**src/rtl/pipe_hazard_scoreboard.sv**
```systemverilog
// Hazard scoreboard: tracks in-flight writes EX..WB, load-use stall, forward selects.
// Optional HAZARD_STATS_EN adds saturating stall_cycles / fwd_events counters.
module pipe_hazard_scoreboard #(
  parameter int ADDR_W       = 5,
  parameter int DEPTH        = 3,
  parameter int LOAD_LAT     = 1,
  parameter int FLUSH_STAGES = 1,
  localparam int SEL_W       = $clog2(DEPTH),
  localparam int CNT_W       = $clog2(DEPTH + 1)
) (
  input  logic              clk,
  input  logic              arst_n,
  input  logic              enable,
  input  logic              id_valid,
  input  logic [ADDR_W-1:0] id_rs,
  input  logic [ADDR_W-1:0] id_rt,
  input  logic              id_uses_rs,
  input  logic              id_uses_rt,
  input  logic              id_wr_en,
  input  logic [ADDR_W-1:0] id_waddr,
  input  logic              id_is_load,
  input  logic              flush,
  output logic              stall,
  output logic [SEL_W-1:0]  fwd_sel_rs,
  output logic [SEL_W-1:0]  fwd_sel_rt,
  output logic [CNT_W-1:0]  pend_cnt
`ifdef HAZARD_STATS_EN
  ,
  output logic [31:0]       stall_cycles,
  output logic [31:0]       fwd_events
`endif
);

  logic [DEPTH-1:0]             vld_q, vld_d;
  logic [DEPTH-1:0]             ld_q, ld_d;
  logic [DEPTH-1:0][ADDR_W-1:0] waddr_q, waddr_d;
  logic [ADDR_W-1:0]            ex_rs_q, ex_rs_d;
  logic [ADDR_W-1:0]            ex_rt_q, ex_rt_d;
  logic                         ex_use_rs_q, ex_use_rs_d;
  logic                         ex_use_rt_q, ex_use_rt_d;
  logic [CNT_W-1:0]             pend_q, pend_d;

  logic             rs_haz, rt_haz;
  logic [SEL_W-1:0] fwd_rs, fwd_rt;
  logic             issue;

  // Descending scan so the youngest (lowest index) match wins.
  always_comb begin
    rs_haz = 1'b0;
    rt_haz = 1'b0;
    for (int i = DEPTH - 1; i >= 0; i--) begin
      if (vld_q[i] && waddr_q[i] == id_rs &&
          id_rs != '0 && id_uses_rs)
        rs_haz = ld_q[i] && (i < LOAD_LAT);
      if (vld_q[i] && waddr_q[i] == id_rt &&
          id_rt != '0 && id_uses_rt)
        rt_haz = ld_q[i] && (i < LOAD_LAT);
    end
    stall = id_valid && !flush && (rs_haz || rt_haz);
  end

  // Entry 0 is the EX instruction itself, so it is never a source.
  always_comb begin
    fwd_rs = '0;
    fwd_rt = '0;
    for (int i = DEPTH - 1; i >= 1; i--) begin
      if (vld_q[i] && waddr_q[i] == ex_rs_q &&
          ex_rs_q != '0 && ex_use_rs_q)
        fwd_rs = SEL_W'(i);
      if (vld_q[i] && waddr_q[i] == ex_rt_q &&
          ex_rt_q != '0 && ex_use_rt_q)
        fwd_rt = SEL_W'(i);
    end
  end

  always_comb begin
    vld_d       = vld_q;
    ld_d        = ld_q;
    waddr_d     = waddr_q;
    ex_rs_d     = ex_rs_q;
    ex_rt_d     = ex_rt_q;
    ex_use_rs_d = ex_use_rs_q;
    ex_use_rt_d = ex_use_rt_q;
    issue       = id_valid && !stall && !flush;
    if (enable) begin
      for (int i = 1; i < DEPTH; i++) begin
        vld_d[i]   = vld_q[i-1];
        ld_d[i]    = ld_q[i-1];
        waddr_d[i] = waddr_q[i-1];
      end
      vld_d[0]    = issue && id_wr_en && id_waddr != '0;
      ld_d[0]     = id_is_load;
      waddr_d[0]  = id_waddr;
      ex_rs_d     = issue ? id_rs : '0;
      ex_rt_d     = issue ? id_rt : '0;
      ex_use_rs_d = issue && id_uses_rs;
      ex_use_rt_d = issue && id_uses_rt;
      if (flush) begin
        for (int i = 0; i < DEPTH; i++) begin
          if (i < FLUSH_STAGES)
            vld_d[i] = 1'b0;
        end
      end
    end
    pend_d = '0;
    for (int i = 0; i < DEPTH; i++)
      pend_d = pend_d + CNT_W'(vld_d[i]);
  end

  always_ff @(posedge clk) begin
    if (!arst_n) begin
      vld_q       <= '0;
      ld_q        <= '0;
      waddr_q     <= '0;
      ex_rs_q     <= '0;
      ex_rt_q     <= '0;
      ex_use_rs_q <= 1'b0;
      ex_use_rt_q <= 1'b0;
      pend_q      <= '0;
    end else begin
      vld_q       <= vld_d;
      ld_q        <= ld_d;
      waddr_q     <= waddr_d;
      ex_rs_q     <= ex_rs_d;
      ex_rt_q     <= ex_rt_d;
      ex_use_rs_q <= ex_use_rs_d;
      ex_use_rt_q <= ex_use_rt_d;
      pend_q      <= pend_d;
    end
  end

  assign fwd_sel_rs = fwd_rs;
  assign fwd_sel_rt = fwd_rt;
  assign pend_cnt   = pend_q;

`ifdef HAZARD_STATS_EN
  logic [31:0] stall_cycles_q, stall_cycles_d;
  logic [31:0] fwd_events_q, fwd_events_d;
  logic [1:0]  fwd_inc;
  logic [32:0] fwd_sum;

  always_comb begin
    stall_cycles_d = stall_cycles_q;
    fwd_events_d   = fwd_events_q;
    fwd_inc        = {1'b0, fwd_rs != '0} + {1'b0, fwd_rt != '0};
    fwd_sum        = {1'b0, fwd_events_q} + {31'b0, fwd_inc};
    if (enable) begin
      if (stall && stall_cycles_q != '1)
        stall_cycles_d = stall_cycles_q + 32'd1;
      fwd_events_d = fwd_sum[32] ? '1 : fwd_sum[31:0];
    end
  end

  always_ff @(posedge clk) begin
    if (!arst_n) begin
      stall_cycles_q <= '0;
      fwd_events_q   <= '0;
    end else begin
      stall_cycles_q <= stall_cycles_d;
      fwd_events_q   <= fwd_events_d;
    end
  end

  assign stall_cycles = stall_cycles_q;
  assign fwd_events   = fwd_events_q;
`endif

endmodule

```
**config.mk**
```make
export PLATFORM = sky130hd
export DESIGN_NAME = pipe_hazard_scoreboard
export DESIGN_NICKNAME = d
export VERILOG_FILES = /design/src/rtl/pipe_hazard_scoreboard.sv
export SDC_FILE = /design/constraint.sdc
export NUM_CORES = 1
export LEC_CHECK = 0
export ABC_AREA = 1
export BUFFER_PORTS_ARGS = -buffer_cell sky130_fd_sc_hd__clkbuf_2
export CAP_MARGIN = 10
export CORE_MARGIN = 4
export CORE_UTILIZATION = 55
export CTS_CLUSTER_SIZE = 8
export DETAILED_ROUTE_END_ITERATION = 8
export HOLD_SLACK_MARGIN = 0.15
export PLACE_DENSITY = 0.81
export SLEW_MARGIN = 20
export SYNTH_ARGS = -nofsm -noshare
export SYNTH_HDL_FRONTEND = slang
export SYNTH_SLANG_ARGS = --single-unit
```
**constraint.sdc**
```tcl
create_clock -name clk -period 2.35 [get_ports clk]
set_clock_uncertainty 0.1 [all_clocks]
set_input_delay 0 -clock clk [delete_from_list [all_inputs] [get_ports clk]]
set_output_delay 0 -clock clk [all_outputs]
set_load 0.1 [all_outputs]
```
## Yosys cells after proc, flatten, opt, wreduce, memory -nomap -nowiden

Index checks and enable logic that the tools add are counted.

- Bits in registers: 33
- Word-level logic and storage cells: 62

- Reductions and logical operators: 34
- Eq/ne operators: 6
- Muxes and demuxes: 10
- Add/subtract/negate cells: 2

Operator list:

| operator | count |
|---|---|
| equality test 5 bit | 6 |
| logical AND 1 bit | 26 |
| nonzero test 5 bit | 5 |
| two-way mux 5 bit | 2 |
| two-way mux 2 bit | 4 |
| two-way mux 1 bit | 3 |
| two-way mux 3 bit | 1 |
| adder 1 x 1 -> 2 bit | 1 |
| adder 2 x 1 -> 2 bit | 1 |
| logical NOT 1 bit | 2 |
| logical OR 1 bit | 1 |

## Longest topological paths before layout

- Word-level depth: 16
- Depth in mapped cells: 14
- Mapped depth without buffers: 14

## Worst setup path after synthesis

OpenSTA, ideal clock, no wires.

- Kind: reg2out
- Start point: register ex_rs_q[4]
- End point: output fwd_sel_rs[1]
- Arrival: 4.277 ns
- Setup slack: -2.027 ns
- Path buffers: 0
- Data required time: 2.250 ns
- Stages on the path, launching flop included: 7
- Path through: dfxtp_1 > inv_1 > nand3_1 > nor3_1 > nor3_1 > nor3b_1 > nor2_1

- Longest elaborated chain between the ends: 6
- Elaborated cells between the ends (all ways): 11
- Those cells by class: 2 x eq/ne; 2 x mux; 7 x reduce/logical

RTL lines:

| element | line | text |
|---|---|---|
| from (decl) | 37 | `logic [ADDR_W-1:0] ex_rs_q, ex_rs_d;` |
| from (signal assigned) | 124 | `ex_rs_q <= ex_rs_d;` |
| equality test 5 bit | 67 | `if (vld_q[i] && waddr_q[i] == ex_rs_q &&` |
| logical AND 1 bit (2 in series) | 67 |  |
| logical AND 1 bit | 68 | `ex_rs_q != '0 && ex_use_rs_q)` |
| two-way mux 2 bit | 67 |  |
| two-way mux 2 bit * | 67 |  |
| to (decl) | 24 | `output logic [SEL_W-1:0] fwd_sel_rs,` |

Mark *: on every way between the ends. The rest lies on a longest branch, timed or not.

## Worst setup path in the final report

- Start point: register waddr_q[1] (netlist bit)
- End point: output stall

- Longest elaborated chain between the ends: 7
- Elaborated cells between the ends (all ways): 12
- Those cells by class: 2 x eq/ne; 2 x mux; 8 x reduce/logical

RTL lines:

| element | line | text |
|---|---|---|
| from (decl) | 36 | `logic [DEPTH-1:0][ADDR_W-1:0] waddr_q, waddr_d;` |
| from (signal assigned) | 123 | `waddr_q <= waddr_d;` |
| equality test 5 bit, on equally long branches | 52, 55 |  |
| logical AND 1 bit, on equally long branches (2 in series) | 52, 55 |  |
| logical AND 1 bit, on equally long branches | 53, 56 |  |
| two-way mux 1 bit, on equally long branches | 52, 55 |  |
| logical OR 1 bit * | 59 | `stall = id_valid && !flush && (rs_haz \|\| rt_haz);` |
| logical AND 1 bit * | 59 |  |
| to (decl) | 23 | `output logic stall,` |

Marked as above.

==> metrics.md <==
| Metric | Value |
|---|---|
| Tmin final | `2.38 ns` |
| MaxCap Viol Count | `0` |
| Chip height | `roughly 66 um` |
| VDD IR max | `0.458 mV` |
| Crit-path cells | `inv_2, nand2_1, nand2_1, inv_1, nand2_1, nor2_1, nand3_1, nand2_1, nand2_2, buf_4, nor3_2, clkbuf_2` |
| Area leader, netlist | `dfxtp_1` |
| RePlAce Congestion | `between 0.8 and 0.9` |
| Least-Margin Pin Slew | `0.584 ns` |
| # setup viols final | `1` |
| Post-Place Cells | `350` |
| Total Routed Length | `7.30 mm` |
| Worst path slowest cell | `clkbuf_2` |
| # port buffers | `30` |
| Pleak | `about 1.2 nW` |
| Root Driver | `clkbuf_4` |
| I/O pin total | `31` |
| Hpwl dp | `3.51 mm` |
| Pin count of the biggest net entering global routing | `32` |
| Post-Syn Instances | `283` |
| Clock latency at the later pin of the worst-skew pair | `0.34 ns` |
| Most frequent cells in the layout | `nand2_1 (72), inv_1 (47), dlygate4sd3_1 (45)` |
| Final #Nets | `384` |
| N_diodes | `0` |
| Cell variety after synth | `26` |
| Syn avg cell area | `6.44 um2` |
| Vias in the first global route | `2311` |
| Final critical-path setup slack | `-0.0318 ns` |
| Routed length per placed instance | `18.1 um` |
| Failing checks | `negative setup slack` |
| CTS H-tree depth | `2` |
| Die W | `65.6 um` |
| # rows | `20` |
| Max stage delay on crit path | `~0.47 ns` |
| Placement Cell Area | `2030 um2` |
| Fin cells | `403` |
| CTS Buf Count | `5` |
| Layout cells sized above 1 | `between 10% and 20%` |
| Via count | `between 2k and 2.5k` |
| Die ar. | `4300 um2` |
| DRC viols | `0` |
| Worst min path class | `in2reg` |
| Initial antenna violation count | `0` |
| Clk buf depth | `2` |
| Antenna violation net count after detailed routing | `0` |
| Cell Pwr Density | `roughly 470 nW/um2` |
| Clock sink count | `33` |
| Clk slew on worst S/H paths | `0.11 ns` |
| Arr. time, crit path | `2.28 ns` |
| Syn-to-layout area delta | `41.1%` |
| Core Util, Final | `around 83%` |
| First-pass GRT wire length | `11.0 mm` |
| Core Region | `3100 um2` |
| Worst EP required | `2.25 ns` |
| Startpoint Class | `flip-flop` |
| Register bit count reported by yosys | `33` |
| Vias per inst | `around 6` |
| Most used cell, CP | `nand2_1` |
| Top cells by area, synth | `dfxtp_1 (36%), nand2_1 (15%), inv_1 (9.7%)` |
| Final hold vios | `0` |
| Design area | `~2600 um2` |
| Drt pass-1 iters | `7` |
| GRT Residual Overflow | `0` |
| Final Max Tran Viols | `0` |
| TritonCTS clock tree | `yes` |
| Mapped Area | `1820 um2` |
| Postcts setup bufs | `0` |
| Status | `finished with violations` |
| Classification of the worst setup path | `reg2out` |
| Synthesis Warnings | `0` |
| Area share of the largest cell type after synthesis | `36.3%` |
| Max Fclk | `approximately 0.42 GHz` |
| CP Capture Type | `primary output` |
| Iter 0 DRT Violations | `471` |
| Crit share post-route | `101%` |
| Net count after synthesis | `308` |
| Worst rel slew slack | `between 60% and 70%` |
| Initial core utilization | `58.7%` |
| CP max FO | `13` |
| Most common cell after layout, fill and taps aside | `nand2_1` |
| Sequential fraction of the synthesis area | `36.3%` |
| Tot GR Track Use | `34.0%` |
-- synth_stat cells (all sizes together) --
library cell and instances:
nor3 6, a221oi 2, xnor2 2, nor3b 1, o211ai 2, nor4 1
xor2 2, inv 49, nand2 74, a211oi 2, buf 2, o21ai 17
o211a 1, nand3 18, clkbuf 9, o22ai 6, fa 1, nand4 1
nor2 17, o221ai 1, o2111ai 2, a21oi 34, dfxtp 33
-- power by group --
part / switching, mW / internal (mW) / total (mW)
clock network: 0.197 / 0.141 / 0.338
registers: 0.0296 / 0.583 / 0.613
logic: 0.145 / 0.112 / 0.257
-- worst max-delay path, delay by kind of cell, from the launching register on --
kind	cells	cell delay, ns
buf+inv	4	0.82
flops	1	0.41
simple gates	8	0.69
-- state kept, by name, summed over array words and instances, names as in the netlist --
name and count:
ex_rs_q 5, ex_rt_q 5, ex_use_rs_q 1, ex_use_rt_q 1, ld_q 1, pend_cnt 2, vld_q 3, waddr_q 15
-- area by class of cell --
| cell class | count | area (um2) |
|---|---|---|
| Clock buffer | 7 | 55.1 |
| Fill cell | 207 | 533 |
| Inverter | 49 | 184 |
| Multi-Input combinational cell | 190 | 965 |
| Sequential cell | 33 | 661 |
| Tap cell | 44 | 55.1 |
| Timing Repair Buffer | 80 | 651 |
-- per-layer routing --
layer | GRT usage, % | up-vias | share of wire, %
met5 | 0 | - | 0
met4 | 22.0 | 0 | 7.1
met3 | 6.50 | 70 | 9.9
met2 | 59.3 | 197 | 49
met1 | 37.4 | 1076 | 34
li1 | - | 1067 | -
-- worst paths after layout --
kind / startpoint / to / slack [ns] / depth (start not counted)
worst max register to register: waddr_q[1] / ex_rs_q[4] / 0.03 / 13
worst min register to register: ex_use_rs_q / ex_use_rs_q / 0.39 / 2
worst max-delay path: waddr_q[1] / stall / -0.03 / 12
worst min-delay path: flush / vld_q[0] / 0.33 / 7
-- timing repair --
item | CTS | global route
setup endpoints to repair | 0 | 7
hold buffers | 47 | 0
resized for setup | 0 | 8
hold endpoints to repair | 33 | 0
-- metrics by stage --
| stage | TNS, ns | hold WS (ns) | setup WS, ns | power, mW |
|---|---|---|---|---|
| after floorplan | -0.0231 | 0.0349 | -0.0231 | 0.732 |
| after global placement | 0 | 0.125 | 0.489 | 0.790 |
| after detailed placement | 0 | 0.140 | 0.476 | 0.792 |
| after CTS | 0 | 0.394 | 0.149 | 1.16 |
| after global routing | -0.0777 | 0.415 | -0.0668 | 1.25 |
| final | -0.0318 | 0.328 | -0.0318 | 1.21 |
-- kinds of logic (layout without fill, tap and decap cells) --
family / after synthesis / count (layout) / synth area share (%)
AND/OR/NAND/NOR: 118 / 118 / 26.9
XOR/XNOR: 4 / 4 / 1.92
AO/OA/AOI/OAI: 67 / 67 / 20.7
adder cells (fa/ha/maj): 1 / 1 / 1.10
flip-flops: 33 / 33 / 36.3
buffers and inverters: 60 / 136 / 13.2
No activity file was read; power rests on OpenSTA's default activity.
